### src/rtl/vga_pkg.sv
// ---------------------------------------------------------------------------
// vga_pkg
//   Shared definitions for the VGA overlay blocks.
//   - Video geometry and colour depth constants.
//   - color_t: one 12-bit {R,G,B} pixel (4 bits per channel).
//   - clamp_step(): moves a coordinate by a signed delta and clamps the
//     result into [lo, hi]. The arithmetic is done two bits wider than the
//     coordinate so that neither a step below zero nor a step past the top
//     of the coordinate range can wrap around.
// ---------------------------------------------------------------------------
package vga_pkg;

    localparam int VIDEO_WIDTH    = 640;
    localparam int VIDEO_HEIGHT   = 480;
    localparam int BITS_PER_COLOR = 12;

    // Working width of clamp_step(); any coordinate up to 16 bits fits.
    localparam int CLAMP_W = 16;

    typedef logic [BITS_PER_COLOR-1:0] color_t;

    function automatic logic [CLAMP_W-1:0] clamp_step(
        input logic        [CLAMP_W-1:0] pos,
        input logic signed [CLAMP_W:0]   delta,
        input logic        [CLAMP_W-1:0] lo,
        input logic        [CLAMP_W-1:0] hi
    );
        logic signed [CLAMP_W+1:0] sum;
        sum = $signed({2'b00, pos}) + $signed({delta[CLAMP_W], delta});
        if (sum < $signed({2'b00, lo})) begin
            clamp_step = lo;
        end else if (sum > $signed({2'b00, hi})) begin
            clamp_step = hi;
        end else begin
            clamp_step = sum[CLAMP_W-1:0];
        end
    endfunction

endpackage

### src/rtl/vga_box_hit.sv
// ---------------------------------------------------------------------------
// vga_box_hit
//   Purely combinational test of whether pixel (x, y) lies inside a square
//   box of edge BOX_SIZE whose top-left corner is (pos_x, pos_y).
//   The box covers pos_x <= x < pos_x+BOX_SIZE (same for y).
//
// Ports
//   x, y          in   COORD_W  current pixel coordinate
//   pos_x, pos_y  in   COORD_W  top-left corner of the box
//   in_box        out  1        pixel is inside the box
// ---------------------------------------------------------------------------
module vga_box_hit
    import vga_pkg::*;
#(
    parameter int COORD_W  = 10,
    parameter int BOX_SIZE = 35
) (
    input  logic [COORD_W-1:0] x,
    input  logic [COORD_W-1:0] y,
    input  logic [COORD_W-1:0] pos_x,
    input  logic [COORD_W-1:0] pos_y,
    output logic               in_box
);

    // One extra bit so pos+BOX_SIZE cannot overflow near the top of range.
    logic [COORD_W:0] x_ext;
    logic [COORD_W:0] y_ext;
    logic [COORD_W:0] x_lo;
    logic [COORD_W:0] y_lo;
    logic [COORD_W:0] x_hi;
    logic [COORD_W:0] y_hi;

    assign x_ext = {1'b0, x};
    assign y_ext = {1'b0, y};
    assign x_lo  = {1'b0, pos_x};
    assign y_lo  = {1'b0, pos_y};
    assign x_hi  = x_lo + (COORD_W+1)'(BOX_SIZE);
    assign y_hi  = y_lo + (COORD_W+1)'(BOX_SIZE);

    assign in_box = (x_ext >= x_lo) && (x_ext < x_hi) &&
                    (y_ext >= y_lo) && (y_ext < y_hi);

endmodule

### src/rtl/vga_box_overlay.sv
// ---------------------------------------------------------------------------
// vga_box_overlay
//   Overlays NUM_BOXES movable square boxes on the background pixel stream
//   coming from the VGA timing generator / palette.
//   - One box at a time is selected; the select button's rising edge steps
//     the selection round-robin.
//   - Direction buttons move the selected box by STEP pixels once every
//     MOVE_DIV frames, clamped so the box always stays inside the map.
//   - Boxes are composited with fixed priority (lowest index on top).
//
//   Pixel stream: there is no handshake. A new (x, y, bg_color, active)
//   sample is accepted on every clk edge and its result appears on
//   color_out/hit exactly one clk later; active acts as the only
//   qualifier (blanking forces black and no hit).
//
// Ports
//   clk        in   1        system clock
//   reset      in   1        synchronous, active-low reset
//   frame_end  in   1        end-of-frame level from the timing generator
//   active     in   1        visible-pixel qualifier
//   x, y       in   COORD_W  current pixel coordinate
//   bg_color   in   12       background colour for (x, y)
//   btn_up/btn_down/btn_left/btn_right  in 1  direction buttons (level)
//   btn_sel    in   1        select button (level)
//   color_out  out  12       registered composited colour {R,G,B}
//   hit        out  1        registered: pixel inside at least one box
//   sel_idx    out  SEL_W    index of the selected box
//
//   INIT_POS packs {y, x} per box, box i at slice i; BOX_COLORS packs one
//   12-bit colour per box, box i at slice i. The defaults are written for
//   the default NUM_BOXES/COORD_W and must be overridden with them.
// ---------------------------------------------------------------------------
module vga_box_overlay
    import vga_pkg::*;
#(
    parameter int NUM_BOXES = 4,
    parameter int COORD_W   = 10,
    parameter int BOX_SIZE  = 35,
    parameter int STEP      = 1,
    parameter int MOVE_DIV  = 1,
    parameter int MAP_XMIN  = 50,
    parameter int MAP_XMAX  = 480,
    parameter int MAP_YMIN  = 50,
    parameter int MAP_YMAX  = 480,
    parameter logic [NUM_BOXES*2*COORD_W-1:0] INIT_POS = {
        10'd300, 10'd300,   // box 3 {y, x}
        10'd110, 10'd110,   // box 2
        10'd100, 10'd300,   // box 1
        10'd100, 10'd100    // box 0
    },
    parameter logic [NUM_BOXES*BITS_PER_COLOR-1:0] BOX_COLORS = {
        12'h888, 12'h800, 12'h080, 12'h008
    },
    localparam int SEL_W = (NUM_BOXES > 1) ? $clog2(NUM_BOXES) : 1
) (
    input  logic                      clk,
    input  logic                      reset,
    input  logic                      frame_end,
    input  logic                      active,
    input  logic [COORD_W-1:0]        x,
    input  logic [COORD_W-1:0]        y,
    input  logic [BITS_PER_COLOR-1:0] bg_color,
    input  logic                      btn_up,
    input  logic                      btn_down,
    input  logic                      btn_left,
    input  logic                      btn_right,
    input  logic                      btn_sel,
    output logic [BITS_PER_COLOR-1:0] color_out,
    output logic                      hit,
    output logic [SEL_W-1:0]          sel_idx
);

    // Highest legal top-left corner so the whole box stays inside the map.
    localparam int X_HI = MAP_XMAX - BOX_SIZE;
    localparam int Y_HI = MAP_YMAX - BOX_SIZE;

    // -----------------------------------------------------------------------
    // State
    // -----------------------------------------------------------------------
    logic [COORD_W-1:0] pos_x [NUM_BOXES];
    logic [COORD_W-1:0] pos_y [NUM_BOXES];
    logic               fe_prev;
    logic               sel_prev;
    logic [7:0]         div_cnt;

    // -----------------------------------------------------------------------
    // Event detection
    // -----------------------------------------------------------------------
    logic frame_ev;
    logic div_wrap;
    logic move_ev;
    logic sel_ev;

    // frame_end can stay high for several clocks; only its rising edge
    // counts, so a long pulse still yields one frame event.
    assign frame_ev = frame_end & ~fe_prev;
    assign sel_ev   = btn_sel & ~sel_prev;
    assign div_wrap = (div_cnt == 8'(MOVE_DIV - 1));
    assign move_ev  = frame_ev & div_wrap;

    // -----------------------------------------------------------------------
    // Next position of the selected box
    // -----------------------------------------------------------------------
    logic signed [CLAMP_W:0] dx;
    logic signed [CLAMP_W:0] dy;
    logic [COORD_W-1:0]      cur_x;
    logic [COORD_W-1:0]      cur_y;
    logic [COORD_W-1:0]      nx;
    logic [COORD_W-1:0]      ny;

    // Opposite buttons cancel on their axis; each axis is independent.
    always_comb begin
        dx = '0;
        dy = '0;
        if (btn_right && !btn_left) begin
            dx = $signed((CLAMP_W+1)'(STEP));
        end else if (btn_left && !btn_right) begin
            dx = -$signed((CLAMP_W+1)'(STEP));
        end
        if (btn_down && !btn_up) begin
            dy = $signed((CLAMP_W+1)'(STEP));
        end else if (btn_up && !btn_down) begin
            dy = -$signed((CLAMP_W+1)'(STEP));
        end
    end

    assign cur_x = pos_x[sel_idx];
    assign cur_y = pos_y[sel_idx];

    // The clamp also runs with a zero delta, which is what pulls an
    // out-of-range initial position back inside on the first move event.
    assign nx = COORD_W'(clamp_step(CLAMP_W'(cur_x), dx,
                                    CLAMP_W'(MAP_XMIN), CLAMP_W'(X_HI)));
    assign ny = COORD_W'(clamp_step(CLAMP_W'(cur_y), dy,
                                    CLAMP_W'(MAP_YMIN), CLAMP_W'(Y_HI)));

    // -----------------------------------------------------------------------
    // Selection
    // -----------------------------------------------------------------------
    logic [SEL_W-1:0] sel_next;

    always_comb begin
        sel_next = '0;
        if (sel_idx != SEL_W'(NUM_BOXES - 1)) begin
            sel_next = sel_idx + SEL_W'(1);
        end
    end

    // -----------------------------------------------------------------------
    // Hit test and priority compositing
    // -----------------------------------------------------------------------
    logic [NUM_BOXES-1:0] in_box;
    color_t               win_color;
    logic                 any_hit;
    color_t               pix_color;
    logic                 pix_hit;

    for (genvar g = 0; g < NUM_BOXES; g++) begin : g_box
        vga_box_hit #(
            .COORD_W  (COORD_W),
            .BOX_SIZE (BOX_SIZE)
        ) u_hit (
            .x      (x),
            .y      (y),
            .pos_x  (pos_x[g]),
            .pos_y  (pos_y[g]),
            .in_box (in_box[g])
        );
    end

    // Walk from the highest index down so the lowest hit index is written
    // last and therefore wins.
    always_comb begin
        win_color = '0;
        any_hit   = 1'b0;
        for (int i = NUM_BOXES - 1; i >= 0; i--) begin
            if (in_box[i]) begin
                any_hit   = 1'b1;
                win_color = BOX_COLORS[i*BITS_PER_COLOR +: BITS_PER_COLOR];
            end
        end
    end

    always_comb begin
        pix_color = '0;
        pix_hit   = 1'b0;
        if (active) begin
            pix_hit   = any_hit;
            pix_color = any_hit ? win_color : bg_color;
        end
    end

    // -----------------------------------------------------------------------
    // Registers
    // -----------------------------------------------------------------------
    always_ff @(posedge clk) begin
        if (!reset) begin
            for (int i = 0; i < NUM_BOXES; i++) begin
                pos_x[i] <= INIT_POS[i*2*COORD_W +: COORD_W];
                pos_y[i] <= INIT_POS[i*2*COORD_W + COORD_W +: COORD_W];
            end
            sel_idx   <= '0;
            div_cnt   <= '0;
            fe_prev   <= 1'b0;
            sel_prev  <= 1'b0;
            color_out <= '0;
            hit       <= 1'b0;
        end else begin
            fe_prev  <= frame_end;
            sel_prev <= btn_sel;

            if (frame_ev) begin
                div_cnt <= div_wrap ? 8'd0 : div_cnt + 8'd1;
            end

            // Uses the current sel_idx, so a select edge in the same cycle
            // only affects later moves.
            if (move_ev) begin
                pos_x[sel_idx] <= nx;
                pos_y[sel_idx] <= ny;
            end

            if (sel_ev) begin
                sel_idx <= sel_next;
            end

            color_out <= pix_color;
            hit       <= pix_hit;
        end
    end

endmodule
### config.mk
export PLATFORM = sky130hd
export DESIGN_NAME = vga_box_overlay
export DESIGN_NICKNAME = d
export VERILOG_FILES = /design/src/rtl/vga_pkg.sv /design/src/rtl/vga_box_hit.sv /design/src/rtl/vga_box_overlay.sv
export SDC_FILE = /design/constraint.sdc
export NUM_CORES = 1
export LEC_CHECK = 0
export BUFFER_PORTS_ARGS = -buffer_cell sky130_fd_sc_hd__buf_2
export CELL_PAD_IN_SITES_DETAIL_PLACEMENT = 0
export CELL_PAD_IN_SITES_GLOBAL_PLACEMENT = 2
export CORE_MARGIN = 2
export CORE_UTILIZATION = 44
export DETAILED_ROUTE_END_ITERATION = 7
export PLACE_DENSITY = 0.84
export SYNTH_ARGS = -nofsm -noshare
export SYNTH_HDL_FRONTEND = slang
export SYNTH_SLANG_ARGS = --single-unit
### constraint.sdc
create_clock -name clk -period 7.44 [get_ports clk]
set_input_delay 0.372 -clock clk [delete_from_list [all_inputs] [get_ports clk]]
set_output_delay 0.372 -clock clk [all_outputs]
set_load 0.05 [all_outputs]
=== Word-level counts from Yosys, hierarchy flattened ===
Memory sizes are Yosys's and may differ from the RTL's. A register that Yosys moved wholly into a read port is not among the register bits.
Index checks and enable logic that the tools add are counted.

* Register bits: 25
* Memories kept: 2
* Bits in writable memories: 80
* Word-level logic and storage cells: 103
* Output and inout port bits: 15
* Bits of input ports: 41

{| class="wikitable"
|+ Memories
! memory !! words !! bits a word !! rd ports !! clocked after memory_dff !! write ports !! RTL line !! text
|-
| pos_x || 4 || 10 || 5 || 1 || 4 || vga_box_overlay.sv:80 || <nowiki>logic [COORD_W-1:0] pos_x [NUM_BOXES];</nowiki>
|-
| pos_y || 4 || 10 || 5 || 1 || 4 || vga_box_overlay.sv:81 || <nowiki>logic [COORD_W-1:0] pos_y [NUM_BOXES];</nowiki>
|}

* Bitwise operators: 5
* $lt $le $gt $ge: 20
* Reductions and logical operators: 24
* Add/sub/neg operators: 12
* Muxes and demuxes: 33
* Equality and inequality tests: 1

{| class="wikitable"
|+ Operators with widths
! kind !! number
|-
| $add 10x6->11 const B || 8
|-
| $lt 10x11->1 || 8
|-
| $ge 10x10->1 || 8
|-
| $mux 17 || 4
|-
| $mux 10 || 6
|-
| $mux 12 || 5
|-
| $add 11x17->18 || 2
|-
| $gt 18x10->1 const B || 2
|-
| $lt 18x7->1 const B || 2
|-
| $reduce_or 10->1 || 2
|-
| $logic_and 1x1->1 || 16
|-
| $mux 2 || 7
|-
| $mux 1 || 10
|-
| $add 8x1->8 const B || 1
|-
| $logic_not 8->1 || 1
|-
| $mux 8 || 1
|-
| $logic_not 1->1 || 4
|-
| $and 1x1->1 || 3
|-
| $add 2x1->2 const B || 1
|-
| $ne 2x2->1 const B || 1
|-
| $not 1->1 || 2
|-
| $reduce_and 2->1 || 1
|}

=== Logic depth before layout (Yosys ltp) ===
An unclocked memory read counts as a cell.

* Depth after elaboration: 11
* Gate-level depth with buffers: 15
* Mapped depth without buffers: 15

=== Modules after synthesis ===
Synthesis repeated with hierarchy kept, for this count alone.

* Cells, all modules: 1137
* Area, all modules: 10705.3 µm²

{| class="wikitable"
|+ By module, submodules not included
! module !! times used !! sequential area each (µm²) !! area each (µm²) !! cells an instance
|-
| vga_box_overlay || 1 || 2942.8 || 5860.6 || 517
|-
| vga_box_hit || 4 || 0.0 || 1211.2 || 155
|}

=== Least setup slack after synthesis ===
Ideal clock, no wire load.

* Path type: register to register
* From: register (tool-made name)
* To: memory pos_y[3][8], data pin
* Stages on the path, launching flop included: 14
* Period minus slack after synthesis: 4.030 ns
* Setup time: 0.254 ns
* Data required time: 7.186 ns
* Path slack: 3.410 ns
* Data arrival time: 3.776 ns
* Buffers on the path: 3
* Path through: dfxtp_1 > buf_1 > clkbuf_1 > mux4_2 > ha_1 > o21ai_1 > o21bai_2 > a221oi_4 > xor2_2 > a311oi_1 > a311oi_2 > or2_1 > buf_2 > a21o_1

{| class="wikitable"
|+ RTL lines
! what !! RTL line
|-
| end: declaration || vga_box_overlay.sv:81
|}

==> impl_metrics.env <==
export IMPL_cts_tree="done"
export IMPL_die_x_microns=160
export IMPL_slew_violations=0
export IMPL_design_area_sq_um=11700
export IMPL_max_freq_mhz=236
export IMPL_rows=57
export IMPL_synth_top_area_share_pct=22.8
export IMPL_place_gp_congestion=0.818
export IMPL_viasPerCell=5.69
export IMPL_fin_cells=1520
export IMPL_postCtsSetupRepairBufs=0
export IMPL_synth_area_sq_um=10700
export IMPL_setup_violations=0
export IMPL_path_max_fanout=20
export IMPL_cts_max_path_buffers=2
export IMPL_synth_area_leaders="ha_1, edfxtp_1, xnor2_1"
export IMPL_synth_edf_count=80
export IMPL_nets=1429
export IMPL_ff2ff_path_depth=11
export IMPL_grt_usage_pct=22.4
export IMPL_period_share_pct=57.1
export IMPL_final_hold_viol_count=0
export IMPL_syn_inst=1136
export IMPL_reg2reg_setup_slack_ns=3.19
export IMPL_drc=0
export IMPL_detail_route_wl_per_cell_microns=18.5
export IMPL_crit_type="reg -> reg"
export IMPL_synth_commonest_cells="ha_1, inv_1, edfxtp_1"
export IMPL_cts_root_buf="clkbuf_16"
export IMPL_via_count=8652
export IMPL_die_area_sq_um=25600
export IMPL_numClockSinks=107
export IMPL_antenna_found_initial=0
export IMPL_start_util_pct=44.5
export IMPL_antenna_cells=0
export IMPL_ys_ff_latch=107
export IMPL_syn_area_per_cell_sq_um=9.43
export IMPL_grt_pass1_vias=8511
export IMPL_synth_main_ff_cell="edfxtp_1"
export IMPL_cts_buffers=9
export IMPL_end_kind="register"
export IMPL_min_from="bg_color[4]"
export IMPL_antenna_left=0
export IMPL_layout_min_cycle_time_ns=4.25
export IMPL_async_flop_share_pct=0
export IMPL_drt_iter0_markers=617
export IMPL_peakVddDrop_uv=146
export IMPL_drt_wl_total_mm=28.2
export IMPL_hold_depth=2
export IMPL_grt_pass1_wl_mm=44.8
export IMPL_p_leak_uw=0.00507
export IMPL_placed_cell_area_sq_um=11400
export IMPL_status="complete, no violations"
export IMPL_area_growth_pct=8.91
export IMPL_grt_setup_unrepaired="no"
export IMPL_crit_required_ns=7.52
export IMPL_cp_arrival_ns=4.32
export IMPL_ys_seq_area_share_pct=27.5
export IMPL_p_per_area_nw_per_um2=159
export IMPL_clk_transition_reported_paths_ns=0.08
export IMPL_firstDrtPassIters=5
export IMPL_maxCapViolCount=0
export IMPL_portBuffers=55
export IMPL_synth_most_common_cell="ha_1"
export IMPL_grt_overflow_total=0
export IMPL_ys_types=73
export IMPL_placeableCoreArea_sq_um=24100
export IMPL_grt_max_degree=21
export IMPL_relSlewSlack_pct=30.2
export IMPL_place_hpwl_mm=22.8
export IMPL_yosysTopAreaCell="ha_1"
export IMPL_pre_cts_slack_ns=3.19
export IMPL_ctsHoldBuffers=0
export IMPL_yosysWarningCount=0
export IMPL_min_path_type="in -> reg"
export IMPL_worst_slew_pin_slew_ns=1.04
export IMPL_fin_worst_skew_ns=0.0176
export IMPL_hold_path_end="color_out[4]$_SDFF_PP0_"
export IMPL_die_h_microns=160
export IMPL_place_inst=1504
export IMPL_drive_above_1_share_pct=9.28
export IMPL_r2r_end="pos_y[2][0]$_SDFFCE_PN0P_"
export IMPL_total_power_uw=1860
export IMPL_startpoint_type="register"
export IMPL_cts_max_level=3
export IMPL_finalSetupTns_ns=0
export IMPL_ios=56
export IMPL_worst_slack_ns=3.19
export IMPL_clock_latency_ns=0.36
export IMPL_cts_resized=0
-- metal layers --
layer	share of wire, %	GRT usage (%)	up-vias	wire length, microns
li1	-	-	4341	-
met5	0	0	-	0
met2	45	36.0	203	12700
met4	0.68	3.73	0	192
met3	5.4	2.99	11	1530
met1	49	32.7	4097	13700
-- worst max-delay path: stages, from the launching register on --
cell,delay [ns]
dfxtp_1,0.31
buf_4,0.34
mux4_2,0.61
ha_1,0.38
o21ai_1,0.28
o21bai_2,0.15
a221oi_4,0.42
xor2_2,0.14
a311oi_1,0.42
a311oi_2,0.27
nor2_1,0.50
nor3_1,0.14
-- cell families after synthesis --
group,count (synthesis),synth area share (%)
buffers and inverters,135,4.81
adder cells (fa/ha/maj),197,23.1
XOR/XNOR,86,7.10
flip-flops,107,27.5
AND/OR/NAND/NOR,290,13.9
multiplexers,24,4.58
AO/OA/AOI/OAI,296,19.0
other,1,0.0350
-- power by group --
part / internal, uW / switching [uW] / leakage (uW)
Clock: 265 / 218 / 0.000145
Combinational: 267 / 398 / 0.00398
Sequential: 675 / 38.1 / 0.000947
-- final cells by class --
type	count	area, sq um
inverter	113	424
sequential	107	2940
tap	324	405
clock inverter	6	71.3
multi-input combinational	901	7290
timing repair buffer	59	305
fill	2363	12400
clock buffer	10	229
-- per-stage QoR --
stage	utilization [%]	hold WS [ns]
2_1_floorplan	-	0.480
3_3_place_gp	47.2	0.504
3_5_place_dp	47.2	0.527
4_1_cts	48.4	0.202
5_1_grt	48.4	0.208
6_report	48.4	0.209
-- how the worst max path moves through the flow --
stage	startpoint	to	slack, ns	cells past startpoint
global placement	btn_down	pos_y[2][5]$_SDFFCE_PN1P_	3.22	13
CTS	register	pos_y[2][0]$_SDFFCE_PN0P_	3.21	11
finish	register	pos_y[2][0]$_SDFFCE_PN0P_	3.19	11
detailed placement	btn_down	pos_y[1][5]$_SDFFCE_PN1P_	3.19	13
global route	pos_y[0][0]$_SDFFCE_PN0P_	color_out[10]$_SDFF_PP0_	2.88	13
floorplan	register	pos_y[3][8]$_DFFE_PP_	3.41	13
-- registers in the layout, summed over array words and instances (netlist names), named ones only --
name       flops
fe_prev        1
pos_y         40
div_cnt        8
sel_prev       1
sel_idx        2
color_out     12
pos_x         40
hit            1
-- placed cells by master (no fill, tap or decap), types with 9 or more instances in the layout --
cell type  instances
and3_1            11
nor2_1            55
clkbuf_16          9
mux4_2            20
xnor2_1           63
nor3_1            39
nand2_1           73
xor2_1            22
and2_1            16
o21ai_0           56
buf_2             55
dfxtp_1           27
ha_1             195
nand4_1           11
a2111oi_0         10
inv_1            113
a21o_1            21
a211oi_1          19
o21a_1            35
nor2b_1           18
a21oi_1           61
edfxtp_1          80
nand3_1           18
o211ai_1           9
o2111ai_1         15
nand2b_1          10
or3_1              9
(Power assumes the default switching activity.)
